`config.mk`:
```
export PLATFORM = sky130hd
export DESIGN_NAME = dout_nibble_serializer
export DESIGN_NICKNAME = d
export VERILOG_FILES = /design/src/rtl/dout_nibble_serializer.sv
export SDC_FILE = /design/constraint.sdc
export NUM_CORES = 1
export LEC_CHECK = 0
export BUFFER_PORTS_ARGS = -buffer_cell sky130_fd_sc_hd__buf_2
export CORE_MARGIN = 5
export CORE_UTILIZATION = 25
export CTS_BUF_LIST = sky130_fd_sc_hd__clkbuf_16
export CTS_CLUSTER_SIZE = 28
export DETAILED_ROUTE_END_ITERATION = 6
export PLACE_DENSITY = 0.51
export SYNTH_ARGS = -nofsm -noshare
export SYNTH_HDL_FRONTEND = slang
export SYNTH_SLANG_ARGS = --single-unit
```
`constraint.sdc`:
```
create_clock -name ap_clk -period 5.94 [get_ports ap_clk]
set_input_delay 0.297 -clock ap_clk [delete_from_list [all_inputs] [get_ports ap_clk]]
set_output_delay 0.297 -clock ap_clk [all_outputs]
set_load 0.05 [all_outputs]
```
`src/rtl/dout_nibble_serializer.sv`:
```
// dout_nibble_serializer: folds kernel output streams into a per-run signature/count and shifts a nibble frame out on each ap_done
module dout_nibble_serializer #(
  parameter int DATA_W = 32,
  parameter int CNT_W  = 16
) (
  input  logic              ap_clk,
  input  logic              ap_rst,
  input  logic [DATA_W-1:0] D_out_0_din,
  input  logic              D_out_0_write,
  output logic              D_out_0_full_n,
  input  logic [DATA_W-1:0] D_out_1_din,
  input  logic              D_out_1_write,
  output logic              D_out_1_full_n,
  input  logic              ap_done,
  output logic [3:0]        data_out,
  output logic              data_valid,
  output logic              probe_out,
  output logic              overrun
);
  localparam int FRAME_W = 4 + DATA_W + CNT_W;
  localparam int NIB = FRAME_W / 4;
  localparam int IDX_W = $clog2(NIB);
  typedef enum logic {IDLE, SHIFT} state_t;
  state_t r_state, w_state_next;
  logic               r_full_n, r_snap_valid, r_probe, r_overrun;
  logic [DATA_W-1:0]  r_sig, r_snap_sig, w_sig_next;
  logic [CNT_W-1:0]   r_cnt, r_snap_cnt, w_cnt_next;
  logic [CNT_W:0]     w_cnt_sum;
  logic [FRAME_W-1:0] r_shift;
  logic [IDX_W-1:0]   r_idx;
  logic               w_acc0, w_acc1, w_load, w_last, w_snap_take;
  always_comb begin
    w_acc0 = D_out_0_write & r_full_n;
    w_acc1 = D_out_1_write & r_full_n;
    w_sig_next = r_sig ^ (w_acc0 ? D_out_0_din : '0)
               ^ (w_acc1 ? {D_out_1_din[DATA_W-2:0], D_out_1_din[DATA_W-1]} : '0);
    w_cnt_sum = {1'b0, r_cnt} + (CNT_W+1)'(w_acc0) + (CNT_W+1)'(w_acc1);
    w_cnt_next = w_cnt_sum[CNT_W] ? '1 : w_cnt_sum[CNT_W-1:0];
  end
  always_comb begin
    w_load = (r_state == IDLE) && r_snap_valid;
    w_last = (r_state == SHIFT) && (r_idx == IDX_W'(NIB - 1));
    w_state_next = w_load ? SHIFT : w_last ? IDLE : r_state;
    // the slot being loaded this cycle is free to take a new snapshot
    w_snap_take = ap_done && (!r_snap_valid || w_load);
  end
  always_ff @(posedge ap_clk or posedge ap_rst) begin
    if (ap_rst) r_state <= IDLE;
    else r_state <= w_state_next;
  end
  always_ff @(posedge ap_clk or posedge ap_rst) begin
    if (ap_rst) begin
      r_full_n <= 1'b0;
      r_sig <= '0;
      r_cnt <= '0;
      r_snap_sig <= '0;
      r_snap_cnt <= '0;
      r_snap_valid <= 1'b0;
      r_overrun <= 1'b0;
      r_shift <= '0;
      r_idx <= '0;
      r_probe <= 1'b0;
    end else begin
      r_full_n <= 1'b1;
      r_sig <= ap_done ? '0 : w_sig_next;
      r_cnt <= ap_done ? '0 : w_cnt_next;
      if (w_snap_take) begin
        r_snap_sig <= w_sig_next;
        r_snap_cnt <= w_cnt_next;
      end
      r_snap_valid <= w_snap_take | (r_snap_valid & ~w_load);
      r_overrun <= r_overrun | (ap_done & r_snap_valid & ~w_load);
      if (w_load) begin
        r_shift <= {4'hA, r_snap_sig, r_snap_cnt};
        r_idx <= '0;
      end else if (r_state == SHIFT) begin
        r_shift <= r_shift << 4;
        r_idx <= r_idx + IDX_W'(1);
      end
      if (w_last) r_probe <= ~r_probe;
    end
  end
  assign data_valid = (r_state == SHIFT);
  assign data_out = data_valid ? r_shift[FRAME_W-1 -: 4] : 4'h0;
  assign probe_out = r_probe;
  assign overrun = r_overrun;
  assign D_out_0_full_n = r_full_n;
  assign D_out_1_full_n = r_full_n;
endmodule

```
==> impl_metrics.tcl, run 1 <==
set metrics [dict create \
    outcome "complete, no violations" \
    ys_ff_latch 157 \
    final_cell_mix "155 x dfrtp_1, 123 x nand2_1, 77 x buf_2" \
    dp_hpwl_mm 10.3 \
    worstPathArrival_ns 3.20 \
    cts_made_buffers 17 \
    synth_top_cells_by_area "dfrtp_1 55%, mux2i_1 6.7%, nand2_1 6.5%" \
    ir_drop_mv 0.164 \
    drive_gt1_share_pct 16.8 \
    p_switching_mw 1.02 \
    ys.flop_type "dfrtp_1" \
    antennaDiodeCount 0 \
    antenna_found_initial 0 \
    die_h_um 179 \
    synth_nets 782 \
    yosys.area.top_type "dfrtp_1" \
    intPower_mw 2.38 \
    cts_buffer_depth 2 \
    pin_count 78 \
    syn_to_final_growth_pct 19.2 \
    port_buffers 77 \
    rows 61 \
    design_area_sq_um 8480 \
    crit_type "reg -> reg" \
    clk_pin_slew_ns 0.06 \
    insertion_delay_ns 0.42 \
    min_period_over_period_pct 48.0 \
    setup_tns_ns 0 \
    num_vias 4914 \
    p_per_area_nw_per_um2 400 \
    placed_area_sq_um 7850 \
    finalCriticalPeriod_ns 2.85 \
    drc 0 \
    startpoint "D_out_0_full_n" \
    syn_inst 709 \
    hold_class "in -> reg" \
    crit_fanout 21 \
    setup_viol 0 \
    initial_core_util_pct 25.5 \
    worstHoldStart "D_out_1_din[12]" \
    p_leak_nw 4.06 \
    dr.pass1.iters 5 \
    async_reset_ff_share_pct 100 \
    grt_overflow_total 0 \
    maxSlewViolCount 0 \
    ys_seq_area_share_pct 55.2 \
    final_nets 840 \
    post_drt_via_cell_ratio 4.24 \
    synth.distinct_cells 37 \
    clock_skew_ns 0.00641 \
    synth_warnings 0 \
    drt_iter0_markers 255 \
    p_clk_share_pct 33.8 \
    synth_edf_count 0 \
    postCtsSetupBuffers 0 \
    cts.sinks 157 \
    worstPathRequired_ns 6.29 \
    ant_nets 0 \
    coreArea_sq_um 27900 \
    syn_area_sq_um 7120 \
    gr-usage-all-layers_pct 10.7 \
    worstMarginPinSlew_ns 0.925 \
    cts_resized 0 \
    maxCapViolations 0 \
    cts_htree_levels 4 \
    seqPwrFrac_pct 45.6 \
    post_drt_wl_per_cell_um 13.8 \
    end_kind "flip-flop" \
    total_power_mw 3.40 \
    root_buffer "clkbuf_16" \
    r2r-start "D_out_0_full_n" \
    syn_avg_cell_area_sq_um 10.0 \
    place.gp.congestion 0.754 \
    cts_hold_buf 1 \
    max_freq_mhz 351 \
    yosysTopAreaCellShare_pct 55.2 \
    combPwrFrac_pct 20.6 \
    final_hold_viol_count 0 \
    final_common_cell "dfrtp_1" \
    dieArea_sq_um 31900 \
    swShare_pct 30.0 \
    start_kind "flip-flop" \
    die_w_um 179 \
    drt_wl_total_mm 16.0 \
    tritoncts "yes" \
    grt_max_degree 65 \
    grt_pass1_vias 5028 \
    slew_headroom_pct 38.3 \
    rsz0062_at_grt "no" \
    grt_pass1_wl_mm 26.7 \
]
## area by class of cell
type	instances	area, sq um
Multi-Input combinational cell	499	2970
Tap cell	378	473
Inverter	5	23.8
Clock inverter	15	198
Sequential cell	157	3930
Clock buffer	17	425
Timing Repair Buffer	87	463
Fill cell	2992	19500
## logic make-up after synthesis
kind of cell / synth area share, %
simple gates: 15.9
compound gates: 8.30
flops: 55.2
mux: 6.91
buf+inv: 3.13
xor+xnor: 9.72
fa+ha+maj: 0.809
other cells: 0.0527
## stage by stage
stage,instances,setup slack [ns],utilization (%),hold slack (ns)
after floorplan,709,1.41,-,0.449
after global placement,1125,3.09,28.1,0.368
after detailed placement,1125,3.05,28.1,0.365
after CTS,1158,3.03,30.4,0.225
after global routing,1158,2.82,30.4,0.248
final,1158,3.09,30.4,0.236
## sequential cells by signal, indices dropped and copies added, names as in the netlist
name / count
r_sig: 32
r_snap_sig: 32
D_out_0_full_n: 1
probe_out: 1
r_shift: 52
overrun: 1
data_valid: 1
r_snap_cnt: 16
r_cnt: 16
r_snap_valid: 1
r_idx: 4
## power groups by stage
| stage | logic, mW | registers (mW) | clock network [mW] |
|---|---|---|---|
| 3_3_place_gp | 0.701 | 1.57 | 0 |
| 2_1_floorplan | 0.558 | 1.52 | 0 |
| 4_1_cts | 0.720 | 1.55 | 1.18 |
| 5_1_grt | 0.810 | 1.59 | 1.23 |
| 6_report | 0.701 | 1.55 | 1.15 |
| 3_5_place_dp | 0.717 | 1.57 | 0 |
## Yosys cell counts, drive strengths merged, types with 16 or more instances
master / number
dfrtp: 157
nand2: 124
xor2: 36
nand3: 35
a21oi: 16
o21ai: 85
clkbuf: 28
mux2i: 48
nor2: 66
xnor2: 43
buf: 20
## final timing paths
kind / end / slack (ns) / cells after the start
setup / recovery: r_snap_cnt[9] / 3.09 / 8
hold / removal: r_sig[13] / 0.24 / 4
setup reg to reg: r_snap_cnt[9] / 3.09 / 8
hold reg to reg: overrun / 0.46 / 1
max in group asynchronous: r_snap_valid / 4.33 / 4
min in group asynchronous: r_shift[49] / 0.44 / 3
## routing by layer
layer	share of wire (%)	wire [um]	vias to the layer above	GRT usage, %
met4	1.5	238	0	3.42
met2	44	7110	67	15.7
met3	3.4	537	17	2.55
met1	51	8140	2371	15.4
met5	0	0	-	0
li1	-	-	2459	-
## critical path, stage by stage (launching register included)
cell,delay (ns)
dfrtp_1,0.66
buf_4,0.36
and2_1,0.18
fa_1,0.24
ha_1,0.22
nand3_2,0.21
nor4_4,0.60
nor2_2,0.14
a21oi_1,0.17
Note: power is estimated with default switching activity, not from simulation.
==> run 2, diff against run 1 <==
--- a/config.mk
+++ b/config.mk
@@ -5,13 +5,14 @@
 export SDC_FILE = /design/constraint.sdc
 export NUM_CORES = 1
 export LEC_CHECK = 0
+export ABC_AREA = 1
 export BUFFER_PORTS_ARGS = -buffer_cell sky130_fd_sc_hd__buf_2
 export CORE_MARGIN = 5
 export CORE_UTILIZATION = 25
 export CTS_BUF_LIST = sky130_fd_sc_hd__clkbuf_16
 export CTS_CLUSTER_SIZE = 28
 export DETAILED_ROUTE_END_ITERATION = 6
-export PLACE_DENSITY = 0.51
+export PLACE_DENSITY = 0.5
 export SYNTH_ARGS = -nofsm -noshare
 export SYNTH_HDL_FRONTEND = slang
 export SYNTH_SLANG_ARGS = --single-unit
==> constraint.sdc (replaced) <==
create_clock -name ap_clk -period 2.7 [get_ports ap_clk]
set_input_delay 0.135 -clock ap_clk [delete_from_list [all_inputs] [get_ports ap_clk]]
set_output_delay 0.135 -clock ap_clk [all_outputs]
set_load 0.05 [all_outputs]
==> impl_metrics.tcl, run 2 <==
set metrics [dict create \
    outcome "complete, no violations" \
    ys_ff_latch 157 \
    ys_seq_area_share_pct 50.9 \
    largest_reg_flops 52 \
    max_freq_mhz 456 \
    startpoint "D_out_0_full_n" \
    drc 0 \
    drt_iter0_markers 274 \
    p_leak_nw 4.66 \
    end_kind "flip-flop" \
    setup_viol 0 \
    final_common_cell "nand2_1" \
    p_switching_mw 2.12 \
    combPwrFrac_pct 18.2 \
    synth.distinct_cells 32 \
    coreArea_sq_um 30500 \
    ys.flop_type "dfrtp_1" \
    async_reset_ff_share_pct 100 \
    synth_warnings 0 \
    clock_skew_ns 0.0108 \
    port_buffers 77 \
    worstPathArrival_ns 2.50 \
    yosysTopAreaCellShare_pct 50.9 \
    ff_latch_area_sq_um 3930 \
    root_buffer "clkbuf_16" \
    grt_max_degree 134 \
    worstHoldStart "D_out_1_din[28]" \
    num_vias 6353 \
    maxCapViolations 0 \
    maxSlewViolCount 0 \
    dieArea_sq_um 34500 \
    synth_edf_count 0 \
    cts_resized 0 \
    synth_top_cells_by_area "dfrtp_1 51%, nand2_1 16%, inv_1 6.0%" \
    insertion_delay_ns 0.43 \
    yosys.area.top_type "dfrtp_1" \
    hold_class "in -> reg" \
    dr.pass1.iters 5 \
    multi_input_area_sq_um 3140 \
    syn_avg_cell_area_sq_um 7.74 \
    grt_pass1_vias 6315 \
    min_period_over_period_pct 81.1 \
    cts_made_buffers 17 \
    swShare_pct 31.6 \
    fin_hold_ws_ns 0.0906 \
    syn_area_sq_um 7720 \
    dp_hpwl_mm 13.2 \
    cts_htree_levels 4 \
    cts.sinks 157 \
    setup_tns_ns 0 \
    worstMarginPinSlew_ns 0.903 \
    crit_type "reg -> reg" \
    grt_pass1_wl_mm 32.6 \
    die_w_um 186 \
    antenna_found_initial 0 \
    final_cells 1477 \
    slew_headroom_pct 39.7 \
    largest-register "r_shift" \
    worstPathRequired_ns 3.01 \
    design_area_sq_um 9110 \
    ir_drop_mv 0.375 \
    initial_core_util_pct 25.3 \
    final_nets 1141 \
    gr-usage-all-layers_pct 12.0 \
    fill_cells 3263 \
    tritoncts "yes" \
    finalCriticalPeriod_ns 2.19 \
    reg_top3 "r_shift x52, r_sig x32, r_snap_sig x32" \
    drt_wl_total_mm 19.7 \
    grt_overflow_total 0 \
    final_hold_viol_count 0 \
    syn_inst 997 \
    seqPwrFrac_pct 47.2 \
    pin_count 78 \
    die_h_um 186 \
    p_clk_share_pct 34.6 \
    dp_cells 1444 \
    intPower_mw 4.58 \
    yosysMostFrequentCell "nand2_1" \
    synth_nets 1070 \
    crit_fanout 6 \
    placed_area_sq_um 8540 \
    r2r-start "D_out_0_full_n" \
    p_per_area_nw_per_um2 736 \
    rows 64 \
    clk_pin_slew_ns 0.06 \
    ant_nets 0 \
    antennaDiodeCount 0 \
    start_kind "flip-flop" \
    drive_gt1_share_pct 12.7 \
    syn_to_final_growth_pct 18.0 \
    cts_buffer_depth 2 \
    synth.top_cells.by_count "324 x nand2_1, 157 x dfrtp_1, 124 x inv_1" \
    final_cell_mix "324 x nand2_1, 157 x dfrtp_1, 123 x inv_1" \
    post_drt_via_cell_ratio 4.30 \
    rsz0062_at_grt "no" \
    post_drt_wl_per_cell_um 13.3 \
    final_core_utilization_pct 29.9 \
    place.gp.congestion 0.803 \
]
## run 2: cell types whose count changed after synthesis, moves of 37 or more
cell,change
inv_1,+119
mux2i_1,-48
nand2_1,+200
nand3_1,+46
nor2_1,+52
o21ai_0,-37
## run 2: cell type report
| type | count | area share (%) |
|---|---|---|
| clock buffer | 17 | 4.67 |
| clock inverter | 15 | 1.57 |
| inverter | 128 | 5.31 |
| multi-input combinational | 674 | 34.4 |
| sequential | 157 | 43.1 |
| tap | 396 | 5.44 |
| timing repair buffer | 90 | 5.46 |
## run 2: final timing paths
path	to	slack [ns]	cells past startpoint
min	r_sig[29]	0.09	6
max in group asynchronous	r_shift[15]	1.68	4
min reg2reg	probe_out	0.47	1
max reg2reg	r_snap_cnt[11]	0.51	12
max	r_snap_cnt[11]	0.51	12
min in group asynchronous	r_sig[19]	0.36	4
## run 2: critical path, cell delays in order (launching register included)
cell and delay [ns]:
dfrtp_1 0.41, nand2_1 0.12, inv_2 0.05, fa_1 0.44
ha_1 0.24, nand3_2 0.12, inv_1 0.06, nand2_2 0.14
nor2_2 0.06, nand2_1 0.17, nand3_1 0.12, nand2_1 0.07
nand2_1 0.07
## run 2: layer usage
metal	wire, um	vias to the layer above	track usage (%)
li1	-	3236	-
met1	9790	3012	16.5
met2	9080	94	19.0
met3	568	11	2.21
met4	272	0	3.82
met5	0	-	0
## run 2: through the flow
step | power, mW | setup slack, ns
floorplan | 4.03 | 0.229
global placement | 4.43 | 0.541
detailed placement | 4.45 | 0.503
CTS | 6.80 | 0.487
global route | 7.14 | 0.263
finish | 6.71 | 0.509
## run 2: repair_timing
action,in CTS,in global routing
buffers inserted,0,0
hold buffers,1,0
endpoints found under the hold margin,78,0
## run 2: power groups by stage
stage                     sequential, mW  clock [mW]  combinational [mW]
after floorplan                     3.12           0               0.905
after global placement              3.20           0                1.23
after detailed placement            3.20           0                1.25
after CTS                           3.16        2.38                1.25
after global routing                3.23        2.49                1.43
final                               3.17        2.32                1.22
## run 2: kinds of logic (layout without fill, tap and decap cells)
logic type	count (synthesis)	in the layout	share of synthesized area, %
buffers and inverters	166	250	8.46
adders and majority gates	4	4	0.745
AOI/OAI and AO/OA	88	88	7.37
and+or+nand+nor	555	555	29.5
DFF	157	157	50.9
other	1	1	0.0486
xor gates and xnor gates	26	26	2.95
==> run 3, diff against run 2 <==
==> constraint.sdc (replaced) <==
create_clock -name ap_clk -period 2.17 [get_ports ap_clk]
set_input_delay 0.1085 -clock ap_clk [delete_from_list [all_inputs] [get_ports ap_clk]]
set_output_delay 0.1085 -clock ap_clk [all_outputs]
set_load 0.05 [all_outputs]
==> impl_metrics.tcl, run 3 (synthesis results as in run 2) <==
set metrics [dict create \
    clock_skew_ns 0.00685 \
    outcome "complete, no violations" \
    pin_count 78 \
    drive_gt1_share_pct 13.1 \
    drc 0 \
    ant_nets 0 \
    cts_buffer_depth 2 \
    hold_class "in -> reg" \
    p_per_area_nw_per_um2 933 \
    dp_hpwl_mm 13.6 \
    rr_endpoint "r_snap_cnt[15]" \
    worstHoldPathCells 6 \
    antennaDiodeCount 0 \
    setup_tns_ns 0 \
    setup_viol 0 \
    ir_drop_mv 0.482 \
    worstPathRequired_ns 2.48 \
    cts_htree_levels 4 \
    die_w_um 186 \
    max_freq_mhz 510 \
    p_leak_nw 4.70 \
    final_hold_viol_count 0 \
    reg_top3 "r_shift x52, r_sig x32, r_snap_sig x32" \
    port_buffers 77 \
    r2r-start "D_out_0_full_n" \
    worstHoldStart "D_out_1_din[0]" \
    cts.sinks 157 \
    antenna_found_initial 0 \
    worstMarginPinSlew_ns 0.870 \
    crit_type "reg -> reg" \
    maxCapViolations 0 \
    cts_made_buffers 17 \
    finalCriticalPeriod_ns 1.96 \
    gr-usage-all-layers_pct 12.1 \
    syn_to_final_growth_pct 19.5 \
    cts_resized 0 \
    final_cell_mix "322 x nand2_1, 156 x dfrtp_1, 124 x inv_1" \
    rsz0062_at_grt "no" \
    whs_endpoint "r_sig[1]" \
    postCtsSetupBuffers 0 \
    clk_pin_slew_ns 0.07 \
    drt_iter0_markers 395 \
    grt_max_degree 93 \
    coreArea_sq_um 30500 \
    final_nets 1142 \
    rows 64 \
    worstPathArrival_ns 2.27 \
    root_buffer "clkbuf_16" \
    r2r_cells 12 \
    min_period_over_period_pct 90.3 \
    final_common_cell "nand2_1" \
    crit_fanout 6 \
    place.gp.congestion 0.839 \
    start_kind "flip-flop" \
    grt_pass1_vias 6364 \
    post_drt_via_cell_ratio 4.27 \
    end_kind "flip-flop" \
    dr.pass1.iters 4 \
    tritoncts "yes" \
    largest-register "r_shift" \
    dieArea_sq_um 34500 \
    initial_core_util_pct 25.3 \
    post_drt_wl_per_cell_um 13.3 \
    insertion_delay_ns 0.42 \
    ff2ff_setup_slack_ns 0.21 \
    drt_wl_total_mm 19.7 \
    slew_headroom_pct 41.9 \
    place_ws_ns 0.181 \
    worst_slack_ns 0.210 \
    die_h_um 186 \
    grt_pass1_wl_mm 33.2 \
    grt_overflow_total 0 \
    maxSlewViolCount 0 \
    largest_reg_flops 52 \
    num_vias 6310 \
]
run 3: cell count changes in the layout (fill, tap and decap cells not counted), sizes merged:
| cell | delta |
|---|---|
| bufinv | +3 |
| clkinv | -3 |
| buf | +1 |
| clkinvlp | +1 |
| inv | -1 |
run 3: worst max path at each step:
| stage | start | endpoint | slack [ns] | depth (start not counted) |
|---|---|---|---|---|
| finish | D_out_0_full_n | r_snap_cnt[15] | 0.21 | 12 |
| floorplan | ap_rst | D_out_0_full_n | -0.1 | 1 |
| global placement | D_out_0_full_n | r_snap_cnt[10] | 0.23 | 12 |
| CTS | D_out_0_full_n | r_snap_cnt[15] | 0.18 | 12 |
| detailed placement | D_out_0_full_n | r_snap_cnt[15] | 0.18 | 12 |
| global route | D_out_0_full_n | r_snap_cnt[15] | 0.05 | 12 |
run 3: timing repair:
action / 4_1_cts / 5_1_grt
hold buffers: 1 / 0
endpoints found under the setup margin: 0 / 0
hold endpoints to repair: 157 / 0
run 3: area by class of cell:
type                       instances  area [sq um]
clock buffer                      17           425
clock inverter                    15           198
fill                            3275         21300
inverter                         128           484
multi-input combinational        674          3150
sequential                       157          3930
tap                              396           495
timing repair buffer              91           543
run 3: routing by layer:
metal	up-vias	global-route usage (%)	share of wire (%)
li1	3246	-	-
met1	2970	16.7	49
met2	78	19.0	47
met3	16	2.85	2.6
met4	0	3.70	1.7
met5	-	0	0
run 3: stage by stage:
step                util, %  std cells  instance area, sq um  total power [mW]  hold WS (ns)
CTS                    30.2       1478                  9230              8.75        0.0451
floorplan                 -        997                  7740              5.02         0.356
finish                 30.2       1478                  9230              8.61        0.0635
global placement       28.2       1445                  8590              5.51         0.284
global route           30.2       1478                  9230              9.18        0.0807
detailed placement     28.2       1445                  8590              5.54         0.285
run 3: power by group:
group | switching, mW | internal, mW | total (mW)
clock network | 1.23 | 1.92 | 3.15
logic | 0.968 | 0.553 | 1.52
registers | 0.378 | 3.56 | 3.94
total | 2.57 | 6.04 | 8.61
run 3: worst max-delay path: stages (launching register included):
cell and delay, ns:
dfrtp_2 0.43, nand2_2 0.08, inv_2 0.05, fa_2 0.37, ha_2 0.20, nand3_2 0.11, inv_1 0.06, nand2_2 0.14
nor2_2 0.06, nand2_2 0.10, nand3_1 0.11, nand2_1 0.07, nand2_1 0.06
